**config.mk**
```make
export PLATFORM = sky130hd
export DESIGN_NAME = atm_account_arbiter
export DESIGN_NICKNAME = d
export VERILOG_FILES = /design/src/rtl/atm_pkg.sv /design/src/rtl/atm_rr_picker.sv /design/src/rtl/atm_account_arbiter.sv
export SDC_FILE = /design/constraint.sdc
export NUM_CORES = 1
export LEC_CHECK = 0
export CORE_UTILIZATION = 56
export CTS_BUF_LIST = sky130_fd_sc_hd__clkbuf_16
export CTS_CLUSTER_DIAMETER = 50
export DETAILED_ROUTE_END_ITERATION = 12
export PLACE_DENSITY = 0.86
export SYNTH_ARGS = -nofsm -noshare
export SYNTH_HDL_FRONTEND = slang
export SYNTH_SLANG_ARGS = --single-unit
```
**constraint.sdc**
```tcl
create_clock -name clk -period 4.9 [get_ports clk]
set_input_delay 0.49 -clock clk [delete_from_list [all_inputs] [get_ports clk]]
set_output_delay 0.49 -clock clk [all_outputs]
set_load 0.02 [all_outputs]
```
**src/rtl/atm_pkg.sv**
```systemverilog
// rtl/atm_pkg.sv - shared op/status codes, FSM states and width defaults for the ATM account arbiter
package atm_pkg;

  localparam int REG_WIDTH_DEF = 12;

  typedef enum logic [1:0] {
    OP_BAL  = 2'b00,
    OP_DEP  = 2'b01,
    OP_WD   = 2'b10,
    OP_XFER = 2'b11
  } op_e;

  typedef enum logic [1:0] {
    STS_OK    = 2'b00,
    STS_INSUF = 2'b01,
    STS_OVF   = 2'b10,
    STS_BAD   = 2'b11
  } status_e;

  typedef enum logic [3:0] {
    S_IDLE,
    S_RD_SRC,
    S_CAP_SRC,
    S_RD_DST,
    S_CAP_DST,
    S_EXEC,
    S_WR_SRC,
    S_WR_DST,
    S_RESP
  } state_e;

endpackage

```
**src/rtl/atm_rr_picker.sv**
```systemverilog
// rtl/atm_rr_picker.sv - one-hot round-robin select; pointer moves past the served requester on i_adv
module atm_rr_picker #(
  parameter int N_REQ = 4,
  parameter int PTR_W = 2
) (
  input  logic             clk,
  input  logic             rst,
  input  logic [N_REQ-1:0] i_req,
  input  logic             i_adv,
  input  logic [PTR_W-1:0] i_adv_idx,
  output logic [N_REQ-1:0] o_pick,
  output logic [PTR_W-1:0] o_pick_idx
);

  logic [PTR_W-1:0] r_ptr;
  logic             w_hit;

  always_comb begin
    o_pick     = '0;
    o_pick_idx = '0;
    w_hit      = 1'b0;
    for (int i = 0; i < N_REQ; i++) begin
      if (!w_hit && i_req[(int'(r_ptr) + i) % N_REQ]) begin
        w_hit = 1'b1;
        o_pick[(int'(r_ptr) + i) % N_REQ] = 1'b1;
        o_pick_idx = PTR_W'((int'(r_ptr) + i) % N_REQ);
      end
    end
  end

  always_ff @(posedge clk) begin
    if (rst) begin
      r_ptr <= '0;
    end else if (i_adv) begin
      r_ptr <= (i_adv_idx == PTR_W'(N_REQ - 1)) ? '0 : i_adv_idx + PTR_W'(1);
    end
  end

endmodule

```
**src/rtl/atm_account_arbiter.sv**
```systemverilog
// rtl/atm_account_arbiter.sv - round-robin locked read-modify-write sequencer onto one account store
// Optional ATM_ARB_TXN_CNT_EN adds txn_count, counting successful non-balance transactions.
module atm_account_arbiter
  import atm_pkg::*;
#(
  parameter int N_REQ     = 4,
  parameter int REG_WIDTH = REG_WIDTH_DEF,
  parameter int IDX_W     = 2
) (
  input  logic                       clk,
  input  logic                       rst,
  input  logic [N_REQ-1:0]           req,
  input  logic [2*N_REQ-1:0]         req_op,
  input  logic [IDX_W*N_REQ-1:0]     req_src,
  input  logic [IDX_W*N_REQ-1:0]     req_dst,
  input  logic [REG_WIDTH*N_REQ-1:0] req_amount,
  output logic [N_REQ-1:0]           gnt,
  output logic [N_REQ-1:0]           done,
  output logic [1:0]                 rsp_status,
  output logic [REG_WIDTH-1:0]       rsp_balance,
  output logic [REG_WIDTH-1:0]       rsp_dst_balance,
  output logic [IDX_W-1:0]           mem_addr,
  output logic                       mem_rd_en,
  input  logic [REG_WIDTH-1:0]       mem_rdata,
  output logic                       mem_wr_en,
`ifdef ATM_ARB_TXN_CNT_EN
  output logic [REG_WIDTH-1:0]       mem_wdata,
  output logic [15:0]                txn_count
`else
  output logic [REG_WIDTH-1:0]       mem_wdata
`endif
);

  localparam int PTR_W = (N_REQ > 1) ? $clog2(N_REQ) : 1;

  state_e               r_state, w_next;
  op_e                  r_op;
  logic [IDX_W-1:0]     r_src, r_dst;
  logic [REG_WIDTH-1:0] r_amt, r_bal_src, r_bal_dst, r_new_src, r_new_dst;
  logic [PTR_W-1:0]     r_idx;
  logic [N_REQ-1:0]     r_gnt, r_done;
  status_e              r_status;
  logic [REG_WIDTH-1:0] r_rsp_bal, r_rsp_dst, r_mem_wdata;
  logic [IDX_W-1:0]     r_mem_addr;
  logic                 r_mem_rd, r_mem_wr;

  logic [N_REQ-1:0]     w_pick;
  logic [PTR_W-1:0]     w_pick_idx;
  logic [IDX_W-1:0]     w_pick_src;
  logic [REG_WIDTH:0]   w_sum_src, w_sum_dst, w_diff;
  status_e              w_status;
  logic [REG_WIDTH-1:0] w_new_src, w_new_dst;
  logic [IDX_W-1:0]     w_addr_nxt;
  logic [REG_WIDTH-1:0] w_wdata_nxt;
  logic                 w_rd_nxt, w_wr_nxt;

  atm_rr_picker #(.N_REQ(N_REQ), .PTR_W(PTR_W)) u_picker (
    .clk        (clk),
    .rst        (rst),
    .i_req      (req),
    .i_adv      (r_state == S_RESP),
    .i_adv_idx  (r_idx),
    .o_pick     (w_pick),
    .o_pick_idx (w_pick_idx)
  );

  assign w_pick_src = req_src[w_pick_idx*IDX_W +: IDX_W];

  // Widened by one bit: the carry flags overflow, the borrow flags insufficiency.
  assign w_sum_src = {1'b0, r_bal_src} + {1'b0, r_amt};
  assign w_sum_dst = {1'b0, r_bal_dst} + {1'b0, r_amt};
  assign w_diff    = {1'b0, r_bal_src} - {1'b0, r_amt};

  always_comb begin
    w_status  = STS_OK;
    w_new_src = r_bal_src;
    w_new_dst = r_bal_dst;
    case (r_op)
      OP_DEP: begin
        if (r_amt == '0)       w_status = STS_BAD;
        else if (w_sum_src[REG_WIDTH]) w_status = STS_OVF;
        else                   w_new_src = w_sum_src[REG_WIDTH-1:0];
      end
      OP_WD: begin
        if (r_amt == '0)       w_status = STS_BAD;
        else if (w_diff[REG_WIDTH]) w_status = STS_INSUF;
        else                   w_new_src = w_diff[REG_WIDTH-1:0];
      end
      OP_XFER: begin
        if (r_amt == '0 || r_src == r_dst) w_status = STS_BAD;
        else if (w_diff[REG_WIDTH])        w_status = STS_INSUF;
        else if (w_sum_dst[REG_WIDTH])     w_status = STS_OVF;
        else begin
          w_new_src = w_diff[REG_WIDTH-1:0];
          w_new_dst = w_sum_dst[REG_WIDTH-1:0];
        end
      end
      default: ;
    endcase
  end

  always_comb begin
    w_next = r_state;
    case (r_state)
      S_IDLE:    if (|req) w_next = S_RD_SRC;
      S_RD_SRC:  w_next = S_CAP_SRC;
      S_CAP_SRC: w_next = (r_op == OP_XFER) ? S_RD_DST : S_EXEC;
      S_RD_DST:  w_next = S_CAP_DST;
      S_CAP_DST: w_next = S_EXEC;
      S_EXEC:    w_next = (r_op == OP_BAL || w_status != STS_OK) ? S_RESP : S_WR_SRC;
      S_WR_SRC:  w_next = (r_op == OP_XFER) ? S_WR_DST : S_RESP;
      S_WR_DST:  w_next = S_RESP;
      S_RESP:    w_next = S_IDLE;
      default:   w_next = S_IDLE;
    endcase
  end

  // Read strobes lead their state so data lands in CAP_*; write strobes follow their WR_* state.
  always_comb begin
    w_addr_nxt  = '0;
    w_wdata_nxt = '0;
    w_rd_nxt    = 1'b0;
    w_wr_nxt    = 1'b0;
    if (w_next == S_RD_SRC) begin
      w_rd_nxt   = 1'b1;
      w_addr_nxt = w_pick_src;
    end else if (w_next == S_RD_DST) begin
      w_rd_nxt   = 1'b1;
      w_addr_nxt = r_dst;
    end else if (r_state == S_WR_SRC) begin
      w_wr_nxt    = 1'b1;
      w_addr_nxt  = r_src;
      w_wdata_nxt = r_new_src;
    end else if (r_state == S_WR_DST) begin
      w_wr_nxt    = 1'b1;
      w_addr_nxt  = r_dst;
      w_wdata_nxt = r_new_dst;
    end
  end

  always_ff @(posedge clk) begin
    if (rst) begin
      r_state     <= S_IDLE;
      r_op        <= OP_BAL;
      r_src       <= '0;
      r_dst       <= '0;
      r_amt       <= '0;
      r_idx       <= '0;
      r_bal_src   <= '0;
      r_bal_dst   <= '0;
      r_new_src   <= '0;
      r_new_dst   <= '0;
      r_gnt       <= '0;
      r_done      <= '0;
      r_status    <= STS_OK;
      r_rsp_bal   <= '0;
      r_rsp_dst   <= '0;
      r_mem_addr  <= '0;
      r_mem_wdata <= '0;
      r_mem_rd    <= 1'b0;
      r_mem_wr    <= 1'b0;
    end else begin
      r_state     <= w_next;
      r_mem_rd    <= w_rd_nxt;
      r_mem_wr    <= w_wr_nxt;
      r_mem_addr  <= w_addr_nxt;
      r_mem_wdata <= w_wdata_nxt;
      r_done      <= (w_next == S_RESP) ? r_gnt : '0;
      case (r_state)
        S_IDLE: if (w_next == S_RD_SRC) begin
          r_gnt <= w_pick;
          r_idx <= w_pick_idx;
          r_op  <= op_e'(req_op[w_pick_idx*2 +: 2]);
          r_src <= w_pick_src;
          r_dst <= req_dst[w_pick_idx*IDX_W +: IDX_W];
          r_amt <= req_amount[w_pick_idx*REG_WIDTH +: REG_WIDTH];
        end
        S_CAP_SRC: r_bal_src <= mem_rdata;
        S_CAP_DST: r_bal_dst <= mem_rdata;
        S_EXEC: begin
          r_status  <= w_status;
          r_new_src <= w_new_src;
          r_new_dst <= w_new_dst;
          r_rsp_bal <= w_new_src;
          r_rsp_dst <= (r_op == OP_XFER) ? w_new_dst : '0;
        end
        S_RESP: r_gnt <= '0;
        default: ;
      endcase
    end
  end

`ifdef ATM_ARB_TXN_CNT_EN
  logic [15:0] r_txn_cnt;

  always_ff @(posedge clk) begin
    if (rst) begin
      r_txn_cnt <= '0;
    end else if (r_state == S_RESP && r_status == STS_OK && r_op != OP_BAL) begin
      r_txn_cnt <= r_txn_cnt + 16'd1;
    end
  end

  assign txn_count = r_txn_cnt;
`endif

  assign gnt             = r_gnt;
  assign done            = r_done;
  assign rsp_status      = r_status;
  assign rsp_balance     = r_rsp_bal;
  assign rsp_dst_balance = r_rsp_dst;
  assign mem_addr        = r_mem_addr;
  assign mem_rd_en       = r_mem_rd;
  assign mem_wr_en       = r_mem_wr;
  assign mem_wdata       = r_mem_wdata;

endmodule

```
; ---- Yosys cells after proc, flatten, opt, wreduce, memory -nomap -nowiden
; Cells that the tools add are included.
[totals]
word_cells = 157
reg_bits = 112
output_inout_bits = 50
inputBits = 90
[classes]
eq_ne = 17
shift = 4
n_bitwise = 7
n_lt_le_gt_ge = 8
reduce_logical = 25
n_mux = 69
addsub = 7
multipliers = 1
[ops]
columns = cell, count
row1 = two-way mux 12 bit, 14
row2 = indexed part select 48 x 7 -> 12 bit, 1
row3 = one-hot mux 12 bit (3 select lines), 1
row4 = two-way mux 4 bit, 8
row5 = one-hot mux 4 bit (8 select lines), 1
row6 = two-way mux 2 bit, 15
row7 = adder 12 x 12 -> 13 bit, 2
row8 = indexed part select 8 x 4 -> 2 bit, 3
row9 = two-way mux 1 bit, 19
row10 = == test 4 x 3 -> 1 bit (second input constant), 4
row11 = subtractor 12 x 12 -> 13 bit, 1
row12 = == test 4 x 2 -> 1 bit (second input constant), 3
row13 = zero test 12 bit, 1
row14 = < comparator 3 x 4 -> 1 bit (second input constant), 3
row15 = OR 4 bit, 3
row16 = greater-or-equal comparator 3 x 1 -> 1 bit (second input constant), 3
row17 = binary-select mux 1 bit (select 2 bit), 4
row18 = demux 1 bit (select 2 bit), 4
row19 = == test 4 x 1 -> 1 bit (second input constant), 2
row20 = == test 4 bit (second input constant), 2
row21 = one-hot mux 4 bit (2 select lines), 1
row22 = OR reduction 2 bit, 4
row23 = logical AND 1 bit, 7
row24 = == test 2 bit (second input constant), 3
row25 = 20 further kinds, 29

; ---- Depth between registers and ports, before layout
; Gate-level depths: netlist of the first run.
[depth]
word_depth = 16
mapped_depth = 13
mapped_depth_nobuf = 11

; ---- Cells and area by module
; From an unflattened synthesis of the first run, not the netlist that was laid out.
[hier_totals]
hier_cells = 833
area_unflattened_um2 = 7080.5
[by_module_without_submodules]
columns = mod, seq_area_each_um2, cells_per_inst, instances, area_each_um2
row1 = atm_account_arbiter, 2202.1, 759, 1, 6492.5
row2 = atm_rr_picker, 40.0, 74, 1, 588.1

; ---- Worst setup path before layout of the first run
; OpenSTA, ideal clock, no wires.
[synth_timing]
path_type = reg2reg
start = register u_picker.r_ptr[1]
end = register r_amt[10]
synth_period_minus_slack_ps = 3191
arrival_ps = 3077
stages_incl_launch_ff = 13
path_buffers = 3
required_time_ps = 4786
slack_ps = 1709
setup_time_ps = 114
path_cell_list = dfxtp_1 clkbuf_1 inv_1 ha_1 mux4_2 a22o_1 a22oi_1 o31a_1 buf_2 buf_6 mux2i_1 o22ai_1 a21o_1
[synth_via]
elab_chain_len = 14
elab_cells_between_ends = 29
cone_classes = add/sub (3) / mul (1) / shift (1) / mux (18) / reduce/logical (6)
[synth_rtl]
columns = item, line_no
row1 = from (decl), atm_rr_picker.sv:15  ; logic [PTR_W-1:0] r_ptr;
row2 = from (signal assigned), atm_rr_picker.sv:35  ; r_ptr <= (i_adv_idx == PTR_W'(N_REQ - 1)) ? '0 : i_adv_idx + PTR_W'(1);
row3 = adder 2 x 1 -> 2 bit or binary-select mux 1 bit (select 2 bit) (tied branches), "atm_rr_picker.sv:23, atm_rr_picker.sv:26"
row4 = binary-select mux 1 bit (select 2 bit) or two-way mux 1 bit (tied branches), atm_rr_picker.sv:23  ; if (!w_hit && i_req[(int'(r_ptr) + i) % N_REQ]) begin
row5 = two-way mux 1 bit (not written as such), atm_rr_picker.sv:23
row6 = two-way mux 1 bit (not written as such) or zero test 1 bit (tied branches), atm_rr_picker.sv:23
row7 = logical AND 1 bit, atm_rr_picker.sv:23
row8 = two-way mux 1 bit, atm_rr_picker.sv:23
row9 = zero test 1 bit, atm_rr_picker.sv:23
row10 = logical AND 1 bit, atm_rr_picker.sv:23
row11 = two-way mux 1 bit, atm_rr_picker.sv:23
row12 = zero test 1 bit, atm_rr_picker.sv:23
row13 = logical AND 1 bit, atm_rr_picker.sv:23
row14 = two-way mux 2 bit *, atm_rr_picker.sv:23
row15 = multiplier 2 x 2 -> 4 bit *, atm_account_arbiter.sv:176  ; r_amt <= req_amount[w_pick_idx*REG_WIDTH +: REG_WIDTH];
row16 = indexed part select 48 x 7 -> 12 bit *, atm_account_arbiter.sv:176
row17 = to (signal assigned), atm_account_arbiter.sv:176
row18 = to (decl), atm_account_arbiter.sv:39  ; logic [REG_WIDTH-1:0] r_amt, r_bal_src, r_bal_dst, r_new_src, r_new_dst;
; Mark *: on every way between the ends. The rest lies on a longest branch, timed or not. The select of a mux whose other input is x is not followed.
; A chain may end at the register's enable or synchronous reset.

; ---- Worst setup path after layout of the first run
[layout_timing]
start = register u_picker.r_ptr[0]
end = register r_amt[8]
; The elaborated chain is that of the path after synthesis.

==> impl_metrics.sql, run 1 <==
INSERT INTO impl_metrics (metric_group, metric, value, unit) VALUES
('outcome', 'status', 'completed', ''),
('worst_setup_path', 'setup.worst_path.end_class', 'flip-flop', ''),
('timing', 'skew', '0.0145', 'ns'),
('clock_tree', 'hold_buffers', '0', ''),
('timing', 'timing.final.max_slew_violations', '0', ''),
('yosys', 'yosys_warnings', '0', ''),
('drt', 'drc_errors', '0', ''),
('power', 'ir_worst_vdd', '0.278', 'mV'),
('worst_setup_path', 'critical_path.max_fanout', '22', ''),
('yosys', 'yosys_most_used_dff', 'dfxtp_1', ''),
('drt', 'vias_per_cell', '6.12', ''),
('yosys', 'yosys.cell_types.count', '66', ''),
('global_route', 'grt_remaining_overflow', '0', ''),
('place', 'gp_routability_congestion', '0.954', ''),
('cells_and_area', 'mostFrequentLayoutCell', 'clkdlybuf4s50_1', ''),
('power', 'p_leak', '3.40', 'nW'),
('power', 'clock_power_share', '17.0', '%'),
('timing', 'setup_violations', '0', ''),
('clock_tree', 'cts_inserted_buffers', '9', ''),
('global_route', 'first_pass_grt_wire_length', '30.6', 'mm'),
('place', 'place.port_buffers', '139', ''),
('floorplanning', 'die_width', '113', 'um'),
('worst_setup_path', 'timing.critical_path.arrival', '4.21', 'ns'),
('drt', 'drt-initial-drc-count', '549', ''),
('worst_setup_path', 'startpoint_type', 'flip-flop', ''),
('timing', 'period_utilization_post_route', '80.7', '%'),
('yosys', 'syn_nets', '967', ''),
('clock_tree', 'postCtsSetupBuffers', '0', ''),
('floorplanning', 'die_h', '113', 'um'),
('clock_tree', 'clock_latency', '0.36', 'ns'),
('floorplanning', 'die_area', '0.0128', 'mm^2'),
('power', 'total_power', '4.03', 'mW'),
('job', 'timing.max_cap.violations', '0', ''),
('timing', 'max_clock_freq', '253', 'MHz'),
('timing', 'final_hold_viol_count', '0', ''),
('power', 'power_per_cell_area', '471', 'mW/mm^2'),
('worst_setup_path', 'cp.required', '5.16', 'ns'),
('clock_tree', 'cts_num_sinks', '112', ''),
('drt', 'num_vias', '6654', ''),
('drt', 'detail_route.wirelength', '18.7', 'mm'),
('power', 'switchingPower', '1.78', 'mW'),
('drt', 'wl_per_cell', '17.2', 'um'),
('global_route', 'vias_in_the_first_global_route', '6257', ''),
('yosys', 'syn-instance-count', '829', ''),
('global_route', 'pin_count_of_the_biggest_net_entering_global_routing', '43', ''),
('timing', 'rsz_0062_raised_after_global_routing', 'false', ''),
('cells_and_area', 'antenna_cells_inserted', '0', ''),
('drt', 'drt_pass1_iterations', '5', ''),
('clock_tree', 'clock_tree.htree_level_count', '3', ''),
('floorplanning', 'initial_core_util', '57.4', '%'),
('power', 'seq_power_share', '31.7', '%'),
('worst_setup_path', 'path_cells', 'inv_1 > ha_1 > mux4_2 > a22o_1 > a22oi_1 > o31a_2 > buf_4 > mux2i_1 > o22ai_1 > a21o_1', ''),
('clock_tree', 'cts.clk_slew.worst_paths', '0.08', 'ns'),
('yosys', 'ys_seq_area_share', '32.5', '%'),
('clock_tree', 'cts.path.max_buffers', '2', ''),
('drt', 'antenna_violating_nets_post_route', '0', ''),
('clock_tree', 'post_cts_resize_count', '0', ''),
('cells_and_area', 'drive_above_1_share', '3.93', '%'),
('floorplanning', 'floorplan.rows', '40', ''),
('power', 'swShare', '44.2', '%'),
('yosys', 'postSynth.asyncResetShare', '0', '%'),
('worst_setup_path', 'critPathSlowestCell', 'dfxtp_1', ''),
('clock_tree', 'cts_root_buffer', 'clkbuf_16', ''),
('cells_and_area', 'areaGrowthSynthToFinish', '24.2', '%'),
('power', 'internal_power_summed_over_all_cells', '2.25', 'mW'),
('floorplanning', 'io_pins', '140', ''),
('cells_and_area', 'nNetsFinal', '1075', ''),
('timing', 'min_period', '3.96', 'ns'),
('yosys', 'yosys_register_bits', '112', ''),
('global_route', 'number_of_antenna_violations_at_the_first_check_in_global_routing', '0', ''),
('yosys', 'mappedNetlistArea', '0.00690', 'mm^2');
state kept, by name (all words and copies together) (netlist names), 4 cells and up:
signal           flops
rsp_balance         12
done                 4
r_amt               12
rsp_dst_balance     12
r_new_dst           12
mem_wdata           12
r_bal_dst           12
r_state              4
r_bal_src           12
gnt                  4
worst min-delay path, stage by stage (launching register included):
cell,delay (ns)
dfxtp_1,0.32
nand2_1,0.05
o21ai_1,0.05
final cells by class:
class / instances / area (um^2)
clock buffers: 9 / 225
clock inverters: 6 / 43.8
fillers: 950 / 3440
inverters: 28 / 105
multi-input cells: 639 / 4320
flip-flops and latches: 112 / 2240
well taps: 147 / 184
repair buffers: 147 / 1450
cell usage after synthesis (6+ instances only):
master	n	share of area, %
clkbuf_1	36	2.0
o22ai_1	12	1.1
nor2b_1	14	1.3
o21ai_0	29	2.1
a21oi_1	82	5.9
a211oi_1	16	1.7
dfxtp_1	112	32
mux2i_1	65	9.4
nand2_1	83	4.5
a22oi_1	6	0.65
ha_1	45	8.2
nand2b_1	7	0.63
nand3_1	12	0.87
and3_1	10	0.91
nor2_1	70	3.8
o21ai_1	23	1.7
a31oi_1	12	1.1
nor3_1	13	0.94
nor4_1	9	0.82
inv_1	28	1.5
xor2_1	9	1.1
xnor2_1	8	1.0
a21o_1	16	1.7
kinds of logic (layout without fill, tap and decap cells):
group | after synthesis | count (layout) | synth area share (%)
adders and majority gates | 48 | 48 | 9.03
and+or+nand+nor | 248 | 248 | 17.0
DFF | 112 | 112 | 32.5
buffers and inverters | 78 | 190 | 4.99
xor gates and xnor gates | 17 | 17 | 2.16
muxes | 68 | 68 | 10.2
AOI/OAI and AO/OA | 258 | 258 | 24.0
power groups by stage:
stage / clock (mW) / combinational [mW] / sequential (mW)
final: 0.686 / 2.07 / 1.28
after floorplan: 0 / 1.54 / 1.25
after global placement: 0 / 1.97 / 1.29
after global routing: 0.730 / 2.27 / 1.30
after detailed placement: 0 / 2.00 / 1.29
after CTS: 0.690 / 2.04 / 1.27
final timing paths:
| check | startpoint | endpoint | slack [ns] | cells past startpoint |
|---|---|---|---|---|
| hold / removal | rsp_dst_balance[1] | rsp_dst_balance[1] | 0.46 | 2 |
| setup reg to reg | u_picker.r_ptr[0] | r_amt[8] | 0.94 | 10 |
| hold reg to reg | rsp_dst_balance[1] | rsp_dst_balance[1] | 0.46 | 2 |
| setup / recovery | u_picker.r_ptr[0] | r_amt[8] | 0.94 | 10 |
metal layers:
layer  global-route usage, %  up-vias  routed length (um)
met5                       0        -                   0
met4                    10.3        0                 524
met3                    5.73       39                1460
met2                    50.3      322                8790
met1                    38.8     3065                7970
li1                        -     3228                   -
through the flow:
stage / hold WS [ns] / setup slack [ns] / cells / area (um^2) / utilization, %
5_1_grt: 0.475 / 0.673 / 1088 / 8570 / 71.3
3_3_place_gp: 0.438 / 1.09 / 1073 / 8300 / 69.1
6_report: 0.456 / 0.944 / 1088 / 8570 / 71.3
2_1_floorplan: 0.446 / 1.71 / 829 / 6900 / -
4_1_cts: 0.456 / 0.971 / 1088 / 8570 / 71.3
3_5_place_dp: 0.445 / 0.967 / 1073 / 8300 / 69.1
No activity file was read; power rests on OpenSTA's default activity.
==> inputs of run 2 (changes only) <==
Settings changed: CORE_UTILIZATION 56 to 52, PLACE_DENSITY 0.86 to 0.81.
Clock period 4.9 ns to 3.73 ns, I/O delays scaled along.
==> run 2 against run 1 <==
  * Register-to-register slack got worse by 0.62 ns
  * Non-clock buffer count grew 5
  * Clock skew decreased by 0.0075 ns
  * Critical endpoint is now rsp_balance[0]
==> impl_metrics.sql, run 2 (synthesis results as in run 1) <==
INSERT INTO impl_metrics (metric_group, metric, value, unit) VALUES
('outcome', 'status', 'completed', ''),
('clock_tree', 'cts_tree', 'built', ''),
('worst_setup_path', 'path_cells', 'ha_1 > fa_1 > a211oi_1 > o21ai_1 > a21oi_1 > a21oi_1 > o21ai_1 > a31oi_4 > or3_1 > a311oi_1', ''),
('drt', 'drc_errors', '0', ''),
('clock_tree', 'postCtsSetupBuffers', '0', ''),
('timing', 'max_clock_freq', '294', 'MHz'),
('power', 'ir_worst_vdd', '0.476', 'mV'),
('global_route', 'grt_use_met2', '50.2', '%'),
('cells_and_area', 'sequential_cell_area', '0.00224', 'mm^2'),
('power', 'switchingPower', '2.44', 'mW'),
('worst_setup_path', 'cp.required', '4.00', 'ns'),
('place', 'place_inst', '1103', ''),
('timing', 'setup-tns-final', '0', 'ns'),
('timing', 'worst-slew-pin-transition', '1.02', 'ns'),
('global_route', 'vias_in_the_first_global_route', '6165', ''),
('floorplanning', 'io_pins', '140', ''),
('cells_and_area', 'final_cell_mix', 'clkdlybuf4s50_1 (138), dfxtp_1 (112), nand2_1 (83)', ''),
('cells_and_area', 'areaGrowthSynthToFinish', '25.7', '%'),
('clock_tree', 'cts.clk_slew.worst_paths', '0.08', 'ns'),
('power', 'clock_power_share', '17.2', '%'),
('power', 'power_per_cell_area', '627', 'mW/mm^2'),
('timing', 'skew', '0.00702', 'ns'),
('place', 'dpl.hpwl', '15.1', 'mm'),
('cells_and_area', 'drive_above_1_share', '4.44', '%'),
('power', 'seq_power_share', '32.0', '%'),
('global_route', 'gr-usage-all-layers', '29.6', '%'),
('global_route', 'met3_usage', '5.82', '%'),
('power', 'total_power', '5.44', 'mW'),
('floorplanning', 'floorplan.rows', '41', ''),
('floorplanning', 'initial_core_util', '54.0', '%'),
('timing', 'period_utilization_post_route', '91.3', '%'),
('floorplanning', 'die_width', '117', 'um'),
('clock_tree', 'post_cts_resize_count', '0', ''),
('timing', 'final_critical_path_setup_slack', '0.324', 'ns'),
('job', 'timing.max_cap.violations', '0', ''),
('worst_setup_path', 'critical_path_class', 'flip-flop to flip-flop', ''),
('cells_and_area', 'mostFrequentLayoutCell', 'clkdlybuf4s50_1', ''),
('clock_tree', 'clock_tree.htree_level_count', '3', ''),
('power', 'internal_power_summed_over_all_cells', '2.99', 'mW'),
('clock_tree', 'cts.path.max_buffers', '2', ''),
('cells_and_area', 'layout.core_utilization', '67.9', '%'),
('worst_setup_path', 'timing.critical_path.arrival', '3.68', 'ns'),
('timing', 'setup_violations', '0', ''),
('drt', 'num_vias', '6653', ''),
('worst_setup_path', 'cp_top_family', 'compound AO/OA/AOI/OAI gates', ''),
('clock_tree', 'cts_root_buffer', 'clkbuf_16', ''),
('power', 'swShare', '44.9', '%'),
('timing', 'rsz_0062_raised_after_global_routing', 'false', ''),
('cells_and_area', 'nNetsFinal', '1080', ''),
('worst_setup_path', 'critPathSlowestCell', 'fa_1', ''),
('global_route', 'met1_usage', '37.3', '%'),
('hold_path', 'min-delay-path-class', 'flip-flop to flip-flop', ''),
('drt', 'vias_per_cell', '5.95', ''),
('drt', 'drt_pass1_iterations', '6', ''),
('worst_setup_path', 'crit_buf_inv', '0', ''),
('worst_setup_path', 'setup.worst_path.end_class', 'flip-flop', ''),
('clock_tree', 'clock_latency', '0.36', 'ns'),
('timing', 'timing.final.max_slew_violations', '0', ''),
('cells_and_area', 'antenna_cells_inserted', '0', ''),
('timing', 'min_period', '3.41', 'ns'),
('timing', 'final_hold_viol_count', '0', ''),
('global_route', 'first_pass_grt_wire_length', '31.1', 'mm'),
('drt', 'antenna_violating_nets_post_route', '0', ''),
('place', 'placed_area', '0.00839', 'mm^2'),
('clock_tree', 'cts_num_sinks', '112', ''),
('timing', 'finalHoldWorstSlack', '0.454', 'ns'),
('cells_and_area', 'layoutNonFillerInstCount', '1119', ''),
('global_route', 'top_usage_layer', 'met2', ''),
('timing', 'max-slew-margin-rel', '31.8', '%'),
('worst_setup_path', 'cpPeakStageDelay', '0.43', 'ns'),
('drt', 'drt-initial-drc-count', '769', ''),
('drt', 'wl_per_cell', '17.5', 'um'),
('power', 'p_leak', '3.44', 'nW'),
('worst_setup_path', 'startpoint_type', 'flip-flop', ''),
('power', 'pwr-share-comb', '50.9', '%'),
('place', 'gp_routability_congestion', '1.04', ''),
('cells_and_area', 'design_area', '0.00867', 'mm^2'),
('cells_and_area', 'number_of_fill_cells', '1056', ''),
('worst_setup_path', 'critical_path.max_fanout', '9', ''),
('global_route', 'number_of_antenna_violations_at_the_first_check_in_global_routing', '0', ''),
('cells_and_area', 'multiInputGateArea', '0.00432', 'mm^2'),
('place', 'place.port_buffers', '139', ''),
('global_route', 'grt_remaining_overflow', '0', ''),
('drt', 'detail_route.wirelength', '19.6', 'mm'),
('global_route', 'pin_count_of_the_biggest_net_entering_global_routing', '42', ''),
('clock_tree', 'cts_inserted_buffers', '9', ''),
('clock_tree', 'hold_buffers', '0', ''),
('floorplanning', 'die_area', '0.0137', 'mm^2'),
('floorplanning', 'placeableCoreArea', '0.0128', 'mm^2'),
('place', 'pre_cts_ws', '0.418', 'ns'),
('floorplanning', 'die_h', '117', 'um');
-- run 2: cell types whose count changed in the layout (fill, tap and decap cells not counted), sizes merged --
cell / delta
buf: +5
clkinv: -2
clkinvlp: +1
inv: +2
-- run 2: worst register-to-register path, stage by stage (launching register included) --
cell	delay, ns
dfxtp_1	0.40
ha_1	0.28
fa_1	0.43
a211oi_1	0.33
o21ai_1	0.18
a21oi_1	0.23
a21oi_1	0.14
o21ai_1	0.43
a31oi_4	0.26
or3_1	0.40
a311oi_1	0.24
-- run 2: area by class of cell --
| class | instances | share of cell area (%) |
|---|---|---|
| flip-flops and latches | 112 | 25.9 |
| multi-input cells | 639 | 49.8 |
| repair buffers | 152 | 17.4 |
| well taps | 172 | 2.48 |
| clock inverters | 7 | 0.635 |
| inverters | 28 | 1.21 |
| clock buffers | 9 | 2.60 |
-- run 2: path summary, 6_finish.rpt --
path | startpoint | endpoint | slack (ns) | depth (start not counted)
setup / recovery | r_amt[0] | rsp_balance[0] | 0.32 | 10
hold / removal | rsp_dst_balance[8] | rsp_dst_balance[8] | 0.45 | 2
setup reg to reg | r_amt[0] | rsp_balance[0] | 0.32 | 10
hold reg to reg | rsp_dst_balance[8] | rsp_dst_balance[8] | 0.45 | 2
-- run 2: power groups by stage --
stage	Clock, mW	Sequential [mW]	Combinational, mW
CTS	0.936	1.73	2.71
detailed placement	0	1.75	2.69
floorplan	0	1.64	2.02
global placement	0	1.75	2.69
finish	0.934	1.74	2.76
global route	0.989	1.76	3.03
-- run 2: metal layers --
metal | part of all wire, % | up-vias
li1 | - | 3242
met1 | 41 | 3072
met3 | 8.2 | 53
met5 | 0 | -
met4 | 3.3 | 0
met2 | 48 | 286
==> inputs of run 3 (changes only) <==
Settings changed: CORE_UTILIZATION 52 to 56, PLACE_DENSITY 0.81 to 0.86.
Clock period 3.73 ns to 4.17 ns, I/O delays scaled along.
==> run 3 against run 2 <==
  * Worst setup slack improved by 0.38 ns
  * Sequential power decreased by 12%
  * Critical endpoint unchanged
  * Register-to-register slack improved by 0.38 ns
  * Routed wire length increased by 1.7%
  * First-iteration DRC count decreased by 4.8%
  * Critical path depth unchanged
  * Worst hold slack about the same
  * Final cell count decreased by 2.2%
  * Flip-flop and latch count unchanged
  * Utilization increased by 4.0 points
==> impl_metrics.sql, run 3 (synthesis results as in run 1) <==
INSERT INTO impl_metrics (metric_group, metric, value, unit) VALUES
('drt', 'drt-initial-drc-count', '732', ''),
('worst_setup_path', 'critical_path_class', 'flip-flop to flip-flop', ''),
('timing', 'timing.final.max_slew_violations', '0', ''),
('cells_and_area', 'areaGrowthSynthToFinish', '25.2', '%'),
('global_route', 'grt_remaining_overflow', '0', ''),
('power', 'p_leak', '3.45', 'nW'),
('timing', 'worst-slew-pin-transition', '1.00', 'ns'),
('worst_setup_path', 'cp.required', '4.43', 'ns'),
('floorplanning', 'die_h', '113', 'um'),
('cells_and_area', 'final_cell_mix', 'clkdlybuf4s50_1 (138), dfxtp_1 (112), nand2_1 (83)', ''),
('cells_and_area', 'mostFrequentLayoutCell', 'clkdlybuf4s50_1', ''),
('clock_tree', 'hold_buffers', '0', ''),
('timing', 'setup-tns-final', '0', 'ns'),
('worst_setup_path', 'cp_top_family', 'compound AO/OA/AOI/OAI gates', ''),
('clock_tree', 'postCtsSetupBuffers', '0', ''),
('timing', 'rsz_0062_raised_after_global_routing', 'false', ''),
('worst_setup_path', 'cpPeakStageDelay', '0.46', 'ns'),
('worst_setup_path', 'timing.critical_path.arrival', '3.73', 'ns'),
('cells_and_area', 'nNetsFinal', '1080', ''),
('drt', 'vias_per_cell', '6.26', ''),
('worst_setup_path', 'startpoint_type', 'flip-flop', ''),
('clock_tree', 'cts.path.max_buffers', '2', ''),
('drt', 'drc_errors', '0', ''),
('floorplanning', 'placeableCoreArea', '0.0120', 'mm^2'),
('worst_setup_path', 'reg2reg_slack', '0.71', 'ns'),
('place', 'gp_routability_congestion', '0.988', ''),
('cells_and_area', 'drive_above_1_share', '4.22', '%'),
('clock_tree', 'clock_latency', '0.35', 'ns'),
('place', 'dpl.hpwl', '15.2', 'mm'),
('timing', 'final_hold_viol_count', '0', ''),
('timing', 'skew', '0.0120', 'ns'),
('clock_tree', 'post_cts_resize_count', '0', ''),
('global_route', 'first_pass_grt_wire_length', '32.4', 'mm'),
('global_route', 'pin_count_of_the_biggest_net_entering_global_routing', '44', ''),
('clock_tree', 'clock_tree.htree_level_count', '3', ''),
('floorplanning', 'die_width', '113', 'um'),
('clock_tree', 'cts_root_buffer', 'clkbuf_16', ''),
('outcome', 'status', 'completed', ''),
('drt', 'detail_route.wirelength', '20.0', 'mm'),
('drt', 'wl_per_cell', '18.3', 'um'),
('timing', 'period_utilization_post_route', '83.0', '%'),
('drt', 'drt_pass1_iterations', '5', ''),
('clock_tree', 'cts_tree', 'built', ''),
('timing', 'max_clock_freq', '289', 'MHz'),
('worst_setup_path', 'critPathSlowestCell', 'o21ai_1', ''),
('floorplanning', 'io_pins', '140', ''),
('timing', 'max-slew-margin-rel', '33.0', '%'),
('clock_tree', 'cts_inserted_buffers', '9', ''),
('global_route', 'number_of_antenna_violations_at_the_first_check_in_global_routing', '0', ''),
('cells_and_area', 'antenna_cells_inserted', '0', ''),
('worst_setup_path', 'crit_buf_inv', '0', ''),
('floorplanning', 'die_area', '0.0128', 'mm^2'),
('worst_setup_path', 'setup.worst_path.end_class', 'flip-flop', ''),
('worst_setup_path', 'critical_path.max_fanout', '9', ''),
('hold_path', 'min-delay-path-class', 'flip-flop to flip-flop', ''),
('floorplanning', 'initial_core_util', '57.4', '%'),
('drt', 'antenna_violating_nets_post_route', '0', ''),
('power', 'ir_worst_vdd', '0.282', 'mV'),
('global_route', 'gr-usage-all-layers', '32.2', '%'),
('worst_setup_path', 'path_cells', 'ha_1 > fa_1 > a211oi_1 > o21ai_1 > a21oi_1 > a21oi_1 > o21ai_1 > a31oi_4 > or3_1 > a311oi_1', ''),
('clock_tree', 'cts_num_sinks', '112', ''),
('drt', 'num_vias', '6847', ''),
('clock_tree', 'cts.clk_slew.worst_paths', '0.07', 'ns'),
('job', 'timing.max_cap.violations', '0', ''),
('timing', 'min_period', '3.46', 'ns'),
('floorplanning', 'floorplan.rows', '40', ''),
('global_route', 'vias_in_the_first_global_route', '6393', ''),
('place', 'place.port_buffers', '139', ''),
('timing', 'setup_violations', '0', ''),
('cells_and_area', 'layout.core_utilization', '71.9', '%'),
('power', 'power_per_cell_area', '566', 'mW/mm^2');
run 3: changes by cell type in the layout (fill, tap and decap cells not counted), sizes merged:
cell / change
bufinv: +1
clkinv: +1
clkinvlp: -1
inv: -1
run 3: final timing paths:
| path | start | endpoint | depth (start not counted) |
|---|---|---|---|
| max reg2reg | r_amt[0] | rsp_balance[0] | 10 |
| max | r_amt[0] | rsp_balance[0] | 10 |
| min reg2reg | rsp_dst_balance[9] | rsp_dst_balance[9] | 2 |
| min | rsp_dst_balance[9] | rsp_dst_balance[9] | 2 |
run 3: layout make-up:
type | instances | area [um^2]
fill | 910 | 3370
timing repair buffer | 152 | 1500
sequential | 112 | 2240
inverter | 28 | 105
tap | 147 | 184
multi-input combinational | 639 | 4320
clock inverter | 7 | 66.3
clock buffer | 9 | 225
run 3: per-stage QoR:
step / cells / area [um^2] / hold WS [ns] / setup slack (ns) / power (mW)
6_report: 1094 / 8640 / 0.454 / 0.709 / 4.89
5_1_grt: 1094 / 8640 / 0.463 / 0.554 / 5.16
4_1_cts: 1094 / 8640 / 0.455 / 0.806 / 4.80
3_5_place_dp: 1078 / 8350 / 0.445 / 0.769 / 3.94
3_3_place_gp: 1078 / 8350 / 0.440 / 0.732 / 3.90
2_1_floorplan: 829 / 6900 / 0.446 / 0.979 / 3.27
run 3: worst reg2reg max path, stage by stage, from the launching register on:
cell and delay, ns:
dfxtp_1 0.41, ha_1 0.28, fa_1 0.43, a211oi_1 0.28, o21ai_1 0.15, a21oi_1 0.26, a21oi_1 0.16, o21ai_1 0.46
a31oi_4 0.29, or3_1 0.40, a311oi_1 0.25
run 3: layer usage:
layer / share of wire (%) / wire [um] / vias to the layer above / GRT usage [%]
met1: 43 / 8600 / 3168 / 43.0
met3: 8.3 / 1650 / 57 / 5.14
li1: - / - / 3246 / -
met5: 0 / 0 / - / 0
met2: 46 / 9140 / 376 / 52.1
met4: 2.9 / 574 / 0 / 12.8
run 3: where the power goes:
part           switching [mW]  total [mW]  internal, mW
combinational            1.49        2.50          1.00
clock                   0.400       0.862         0.462
sequential              0.271        1.53          1.26
